[src/rtl/cameralink_pkg.sv]
// cameralink_pkg: shared state encoding, pattern codes and colour-bar table for the Camera Link timing generator
package cameralink_pkg;
  typedef enum logic [2:0] {
    ST_IDLE,
    ST_FV_PRE,
    ST_LINE,
    ST_HBLANK,
    ST_FV_POST,
    ST_VBLANK
  } state_t;
  typedef enum logic [1:0] {
    PAT_HRAMP,
    PAT_VRAMP,
    PAT_BARS,
    PAT_FCNT
  } pattern_t;
  // {R,G,B} per bar; index 0 is the leftmost bar (white), index 7 the rightmost (black)
  localparam logic [7:0][35:0] BAR_RGB = {
    36'h000_000_000,
    36'h000_000_fff,
    36'hfff_000_000,
    36'hfff_000_fff,
    36'h000_fff_000,
    36'h000_fff_fff,
    36'hfff_fff_000,
    36'hfff_fff_fff
  };
endpackage

[src/rtl/cameralink_pattern_gen.sv]
// cameralink_pattern_gen: combinational test-pattern source
//   x, y     : 12-bit pixel coordinates of the pixel being produced
//   fcnt     : low 12 bits of the completed-frame counter
//   pattern  : pattern latched at the frame boundary
//   bar      : colour-bar index of pixel x
//   rgb      : {R,G,B} 12 bits each, registered by the parent
module cameralink_pattern_gen
  import cameralink_pkg::*;
(
  input  logic [11:0] x,
  input  logic [11:0] y,
  input  logic [11:0] fcnt,
  input  pattern_t    pattern,
  input  logic [2:0]  bar,
  output logic [35:0] rgb
);
  always_comb
    rgb = pattern == PAT_HRAMP ? {3{x}} :
          pattern == PAT_VRAMP ? {3{y}} :
          pattern == PAT_BARS  ? BAR_RGB[bar] : {3{fcnt}};
endmodule

[src/rtl/cameralink_timing_gen.sv]
// cameralink_timing_gen: Fval/Lval/Dval sequencer and test-pattern source for the Medium Camera Link transmit path
//   I_Pixel_clk, I_Rst_n   : pixel clock, asynchronous active-low reset
//   I_Start                : starts a frame sequence when sampled in IDLE
//   I_Stop                 : requests a stop at the end of the current frame
//   I_Continuous           : 1 = free-run frames, 0 = one frame per start
//   I_Pattern              : 0 H ramp, 1 V ramp, 2 colour bars, 3 frame-count flat
//   O_Pixel_R/G/B          : 12-bit pixel data, zero whenever Lval is low
//   O_Pixel_Fval/Lval/Dval : timing
//   O_Busy, O_Frame_Done, O_Frame_Cnt : status
module cameralink_timing_gen
  import cameralink_pkg::*;
#(
  parameter int H_ACTIVE = 1920,
  parameter int H_BLANK  = 280,
  parameter int V_ACTIVE = 1080,
  parameter int V_BLANK  = 45,
  parameter int FV_GAP   = 4,
  parameter int CNT_W    = 16
) (
  input  logic        I_Pixel_clk,
  input  logic        I_Rst_n,
  input  logic        I_Start,
  input  logic        I_Stop,
  input  logic        I_Continuous,
  input  logic [1:0]  I_Pattern,
  output logic [11:0] O_Pixel_R,
  output logic [11:0] O_Pixel_G,
  output logic [11:0] O_Pixel_B,
  output logic        O_Pixel_Fval,
  output logic        O_Pixel_Lval,
  output logic        O_Pixel_Dval,
  output logic        O_Busy,
  output logic        O_Frame_Done,
  output logic [15:0] O_Frame_Cnt
);
  localparam int VB_CYC = V_BLANK == 0 ? 1 : V_BLANK * (H_ACTIVE + H_BLANK);
  localparam logic [CNT_W-1:0] H_LAST = CNT_W'(H_ACTIVE - 1);
  localparam logic [CNT_W-1:0] HB_LAST = CNT_W'(H_BLANK - 1);
  localparam logic [CNT_W-1:0] GAP_LAST = CNT_W'(FV_GAP - 1);
  localparam logic [CNT_W-1:0] Y_LAST = CNT_W'(V_ACTIVE - 1);
  localparam logic [CNT_W-1:0] BAR_LAST = CNT_W'(H_ACTIVE / 8 - 1);
  localparam logic [2*CNT_W-1:0] VB_LAST = (2*CNT_W)'(VB_CYC - 1);
  state_t             state;
  pattern_t           pat;
  logic [CNT_W-1:0]   hcnt;
  logic [CNT_W-1:0]   ycnt;
  logic [CNT_W-1:0]   bar_cnt;
  logic [2*CNT_W-1:0] vcnt;
  logic [2:0]         bar;
  logic [35:0]        pix;
  logic [35:0]        rgb;
  logic               fval;
  logic               lval;
  logic               busy;
  logic               frame_done;
  logic               stop;
  logic [15:0]        frame_cnt;
  logic [11:0]        px;
  logic [11:0]        py;
  logic [2:0]         pbar;
  logic [CNT_W-1:0]   pbar_cnt;
  // Coordinates of the pixel that will be on the outputs after the next edge,
  // so pattern data lands in the same register stage as Lval.
  always_comb begin
    px = state == ST_LINE ? hcnt[11:0] + 12'd1 : 12'd0;
    py = state == ST_HBLANK ? ycnt[11:0] + 12'd1 : state == ST_LINE ? ycnt[11:0] : 12'd0;
    pbar_cnt = state == ST_LINE && bar_cnt != BAR_LAST ? bar_cnt + 1'b1 : '0;
    pbar = state != ST_LINE ? 3'd0 : bar_cnt == BAR_LAST ? bar + 3'd1 : bar;
  end
  cameralink_pattern_gen u_pattern (
    .x      (px),
    .y      (py),
    .fcnt   (frame_cnt[11:0]),
    .pattern(pat),
    .bar    (pbar),
    .rgb    (rgb)
  );
  always_ff @(posedge I_Pixel_clk or negedge I_Rst_n) begin
    if (!I_Rst_n) begin
      state      <= ST_IDLE;
      pat        <= PAT_HRAMP;
      hcnt       <= '0;
      ycnt       <= '0;
      vcnt       <= '0;
      bar        <= '0;
      bar_cnt    <= '0;
      pix        <= '0;
      fval       <= 1'b0;
      lval       <= 1'b0;
      busy       <= 1'b0;
      frame_done <= 1'b0;
      stop       <= 1'b0;
      frame_cnt  <= '0;
    end else begin
      frame_done <= 1'b0;
      if (state != ST_IDLE && I_Stop) stop <= 1'b1;
      case (state)
        ST_IDLE:
          if (I_Start) begin
            state <= ST_FV_PRE;
            pat   <= pattern_t'(I_Pattern);
            fval  <= 1'b1;
            busy  <= 1'b1;
            hcnt  <= '0;
          end
        ST_FV_PRE:
          if (hcnt == GAP_LAST) begin
            state   <= ST_LINE;
            hcnt    <= '0;
            ycnt    <= '0;
            lval    <= 1'b1;
            pix     <= rgb;
            bar     <= pbar;
            bar_cnt <= pbar_cnt;
          end else hcnt <= hcnt + 1'b1;
        ST_LINE:
          if (hcnt == H_LAST) begin
            state <= ycnt == Y_LAST ? ST_FV_POST : ST_HBLANK;
            hcnt  <= '0;
            lval  <= 1'b0;
            pix   <= '0;
          end else begin
            hcnt    <= hcnt + 1'b1;
            pix     <= rgb;
            bar     <= pbar;
            bar_cnt <= pbar_cnt;
          end
        ST_HBLANK:
          if (hcnt == HB_LAST) begin
            state   <= ST_LINE;
            hcnt    <= '0;
            ycnt    <= ycnt + 1'b1;
            lval    <= 1'b1;
            pix     <= rgb;
            bar     <= pbar;
            bar_cnt <= pbar_cnt;
          end else hcnt <= hcnt + 1'b1;
        ST_FV_POST:
          if (hcnt == GAP_LAST) begin
            state <= ST_VBLANK;
            fval  <= 1'b0;
            vcnt  <= '0;
            // a one-cycle VBLANK is its own last cycle
            if (VB_LAST == '0) begin
              frame_done <= 1'b1;
              frame_cnt  <= frame_cnt + 1'b1;
            end
          end else hcnt <= hcnt + 1'b1;
        ST_VBLANK:
          if (vcnt == VB_LAST) begin
            if (stop || I_Stop || !I_Continuous) begin
              state <= ST_IDLE;
              busy  <= 1'b0;
              stop  <= 1'b0;
            end else begin
              state <= ST_FV_PRE;
              pat   <= pattern_t'(I_Pattern);
              fval  <= 1'b1;
              hcnt  <= '0;
            end
          end else begin
            vcnt <= vcnt + 1'b1;
            // flag is registered, so raise it on entry to the last VBLANK cycle
            if (vcnt + 1'b1 == VB_LAST) begin
              frame_done <= 1'b1;
              frame_cnt  <= frame_cnt + 1'b1;
            end
          end
        default: state <= ST_IDLE;
      endcase
    end
  end
  assign O_Pixel_R    = pix[35:24];
  assign O_Pixel_G    = pix[23:12];
  assign O_Pixel_B    = pix[11:0];
  assign O_Pixel_Fval = fval;
  assign O_Pixel_Lval = lval;
  assign O_Pixel_Dval = lval;
  assign O_Busy       = busy;
  assign O_Frame_Done = frame_done;
  assign O_Frame_Cnt  = frame_cnt;
endmodule

[config.mk]
export PLATFORM = sky130hd
export DESIGN_NAME = cameralink_timing_gen
export DESIGN_NICKNAME = d
export VERILOG_FILES = /design/src/rtl/cameralink_pkg.sv /design/src/rtl/cameralink_pattern_gen.sv /design/src/rtl/cameralink_timing_gen.sv
export SDC_FILE = /design/constraint.sdc
export NUM_CORES = 1
export LEC_CHECK = 0
export BUFFER_PORTS_ARGS = -buffer_cell sky130_fd_sc_hd__buf_2
export CORE_AREA = 3 3 162 164
export DETAILED_ROUTE_END_ITERATION = 8
export DIE_AREA = 0 0 165 167
export GPL_TIMING_DRIVEN = 0
export PLACE_DENSITY = 0.56
export SLEW_MARGIN = 10
export SYNTH_ARGS = -nofsm -noshare
export SYNTH_HDL_FRONTEND = slang
export SYNTH_SLANG_ARGS = --single-unit
[constraint.sdc]
create_clock -name I_Pixel_clk -period 4.4 [get_ports I_Pixel_clk]
set_input_delay 0.22 -clock I_Pixel_clk [delete_from_list [all_inputs] [get_ports I_Pixel_clk]]
set_output_delay 0.22 -clock I_Pixel_clk [all_outputs]
set_load 0.02 [all_outputs]
==> impl_results.rst <==
.. list-table::
   :header-rows: 1

   * - Metric
     - Value
   * - Status
     - finished clean
   * - Final clock period utilization by the worst path
     - 0.8840
   * - Non-filler instance count after layout
     - 1440
   * - Number of synthesized flops with an enable pin
     - 0
   * - Antenna viol nets, final
     - 0
   * - Sum of routed wire length over all layers
     - 24800 microns
   * - Chip width
     - 165 microns
   * - Final min period
     - 3.890 ns
   * - Startpoint Class
     - flop
   * - Synth area leaders
     - dfrtp_1, o21ai_0, nand2_1
   * - Final cell area excluding filler cells
     - 0.01009 sq mm
   * - Clock slew at reported path FFs
     - 0.08 ns
   * - Detailed Place HPWL
     - 17710 microns
   * - Instance count of the mapped netlist
     - 1013
   * - Commonest cells after routing, fill and taps aside
     - dfrtp_1, o21ai_0, nand2_1
   * - Total internal power
     - 2.295 mW
   * - Std-Cell Core Area
     - 0.02504 sq mm
   * - First-pass GRT wire length
     - 40160 microns
   * - Number of pins exceeding their max-slew limit in the final report
     - 0
   * - Final Total Pwr
     - 3.302 mW
   * - Final core occ
     - 0.4030
   * - Number of hold-repair buffers added at the cts stage
     - 1
   * - Router iterations before antenna repair
     - 5
   * - Remaining global-route overflow
     - 0
   * - Crit path capture type
     - flop
   * - DRC violations left
     - 0
   * - Part of the Yosys area used for sequential elements
     - 0.4173
   * - Drt via density
     - 5.527
   * - Number of distinct standard cells referenced by the synthesized netlist
     - 71
   * - Register bit total from synthesis
     - 145
   * - Pin slew with the least headroom to its limit
     - 0.9181 ns
   * - Maximum clock rate
     - 257.1 MHz
   * - # port buffers
     - 63
   * - Power per cell area
     - 327.2 mW/mm^2
   * - R2R Setup Slk
     - 0.51 ns
   * - Max-Slew Margin vs Limit
     - 0.3823
   * - Top_reg_cell synth
     - dfrtp_1
   * - Asr flop ratio synth
     - 1.000
   * - CTS-repair resized insts
     - 0
   * - Antenna violations before repair
     - 1
   * - NumNets Final
     - 1111
   * - Share of total power in the clock network
     - 0.455
   * - Wire length per cell
     - 17.22 microns
   * - Arrival time reported for the critical path endpoint
     - 4.25 ns
   * - Mean instance size in the synthesized netlist
     - 8.584 sq um
   * - Cell type with the highest aggregate area in the netlist
     - dfrtp_1
   * - Max-Cap Viols
     - 0
   * - Category of the critical setup timing path
     - reg2reg
   * - First-iteration detailed-routing DRC count
     - 518
   * - Final setup violation count
     - 0
   * - Pin count of the biggest net entering global routing
     - 99
   * - Worst-case setup slack after placement
     - 0.6063 ns
   * - Vias
     - 7959
   * - Area growth from synthesis to layout
     - 16.04%
   * - Clk sink count
     - 145
   * - Cell area after technology mapping
     - 0.008696 sq mm
   * - Setup repair after global routing missed its margin
     - false
   * - Worst hold-check path type
     - in2reg
   * - Nets in the synthesized netlist
     - 1027
   * - Fin worst setup slack
     - 0.5103 ns
   * - Clock tree from TritonCTS
     - built
   * - Diodes inserted
     - 0
   * - IR drop worst, VDD
     - 0.2429 mV
   * - Most common library cell in the layout ignoring fill and taps
     - dfrtp_1
   * - Post-CTS Setup Repair Bufs
     - 0
   * - Layout cells sized above 1
     - 0.1333
   * - Switching Power
     - 1.006 mW
   * - Area share of the largest cell type after synthesis
     - 0.4173
   * - Share of total power in sequential cells
     - 0.447
   * - Worst hold margin
     - 0.04603 ns
   * - Static leakage
     - 4.382 nW
   * - Die area
     - 0.02756 sq mm
   * - Count of pins on the block boundary
     - 64
   * - Routability congestion estimate
     - 0.8743
   * - Synth Warn #
     - 0
   * - Hold violation total from the final report
     - 0
   * - Latest clock arrival within the worst-skew pair
     - 0.44 ns
   * - Required time worst endpoint
     - 4.76 ns
   * - Post-detailed-placement cell area
     - 0.009462 sq mm
   * - Initial core utilization
     - 0.3473
   * - Buffer cell driving the clock tree root
     - clkbuf_16
   * - Setup total negative slack
     - 0 ns
   * - # placed instances
     - 1407
   * - Clock H-tree levels
     - 4
   * - Height of the die
     - 167 microns
   * - Largest fanout of any net on the critical path
     - 10
   * - Fraction of power spent switching nets
     - 0.3048
   * - Number of global-route vias before repair
     - 7559
   * - Worst clock skew
     - 0.01577 ns
   * - Final-layout fill cell count
     - 2571
   * - Number of rows created at floorplan
     - 58
   * - Overall Global Routing Usage
     - 0.1804
   * - Number of CTS-inserted buffers
     - 17
   * - Longest Clk Path Bufs
     - 2
   * - Share of total power in combinational logic
     - 0.098
[metal layers]
| metal | global-route usage | wire [microns] | vias to the layer above |
|---|---|---|---|
| met1 | 0.2536 | 11740 | 3855 |
| met2 | 0.2815 | 11150 | 207 |
| met3 | 0.03010 | 1286 | 44 |
| met4 | 0.05945 | 618 | 2 |
| li1 | - | - | 3851 |
| met5 | 0 | 11 | - |
[critical path, stage by stage, from the launching register on]
cell	delay, ns
dfrtp_1	0.53
ha_1	0.37
nand3_2	0.23
nor4_1	0.85
nand4_1	0.30
xor2_1	0.20
nand3_1	0.08
or4_1	0.65
buf_6	0.20
buf_12	0.16
nor2_4	0.12
xor2_2	0.13
[cell families after synthesis]
group                    share of synthesized area
buffers and inverters                      0.04201
XOR/XNOR                                   0.07151
adder cells (fa/ha/maj)                    0.01007
multiplexers                              0.008489
AO/OA/AOI/OAI                               0.1915
flip-flops                                  0.4173
AND/OR/NAND/NOR                             0.2591
[power groups by stage]
stage	clock (mW)	combinational, mW	sequential (mW)
floorplan	0	0.218	1.48
global placement	0	0.316	1.50
detailed placement	0	0.323	1.50
CTS	1.53	0.325	1.47
global route	1.58	0.364	1.49
finish	1.50	0.324	1.48
[state kept, by name, indices dropped and copies added, names as in the netlist]
signal	flops
hcnt	16
bar	3
O_Busy	1
pat	2
ycnt	16
vcnt	32
state	3
bar_cnt	16
stop	1
O_Pixel_Fval	1
O_Frame_Cnt	16
pix	36
O_Pixel_Dval	1
O_Frame_Done	1
[cell usage after synthesis, types with 14 or more instances]
cell type	count
nor2_1	90
nand4_1	32
and3_1	27
o21ai_0	124
inv_1	17
nor4_1	20
a21o_1	15
dfrtp_1	145
nand3_1	44
clkbuf_1	45
nor3_1	24
nand2_1	122
a21oi_1	33
o31ai_1	21
a211oi_1	14
xnor2_1	23
xor2_1	35
[worst paths after layout]
check | startpoint | end | depth (start not counted)
max in group asynchronous | I_Rst_n | ycnt[10]$_DFFE_PN0P_ | 3
setup reg to reg | vcnt[1]$_DFFE_PN0P_ | O_Frame_Cnt[9]$_DFFE_PN0P_ | 11
min in group asynchronous | I_Rst_n | O_Frame_Cnt[13]$_DFFE_PN0P_ | 2
hold reg to reg | O_Frame_Cnt[15]$_DFFE_PN0P_ | O_Frame_Cnt[15]$_DFFE_PN0P_ | 1
hold / removal | I_Pattern[1] | pat[1]$_DFFE_PN0P_ | 2
setup / recovery | vcnt[1]$_DFFE_PN0P_ | O_Frame_Cnt[9]$_DFFE_PN0P_ | 11
[final cells by class]
cell class | instances | area [sq um] | area share
plain buffers | 66 | 301.5 | 0.02988
clock buffers | 17 | 425.4 | 0.04216
clock inverters | 15 | 188.9 | 0.01872
inverters | 17 | 63.81 | 0.006324
multi-input cells | 785 | 4707 | 0.4665
flip-flops and latches | 145 | 3628 | 0.3596
well taps | 330 | 412.9 | 0.04092
repair buffers | 65 | 362.8 | 0.03596
Note: power is estimated with default switching activity, not from simulation.
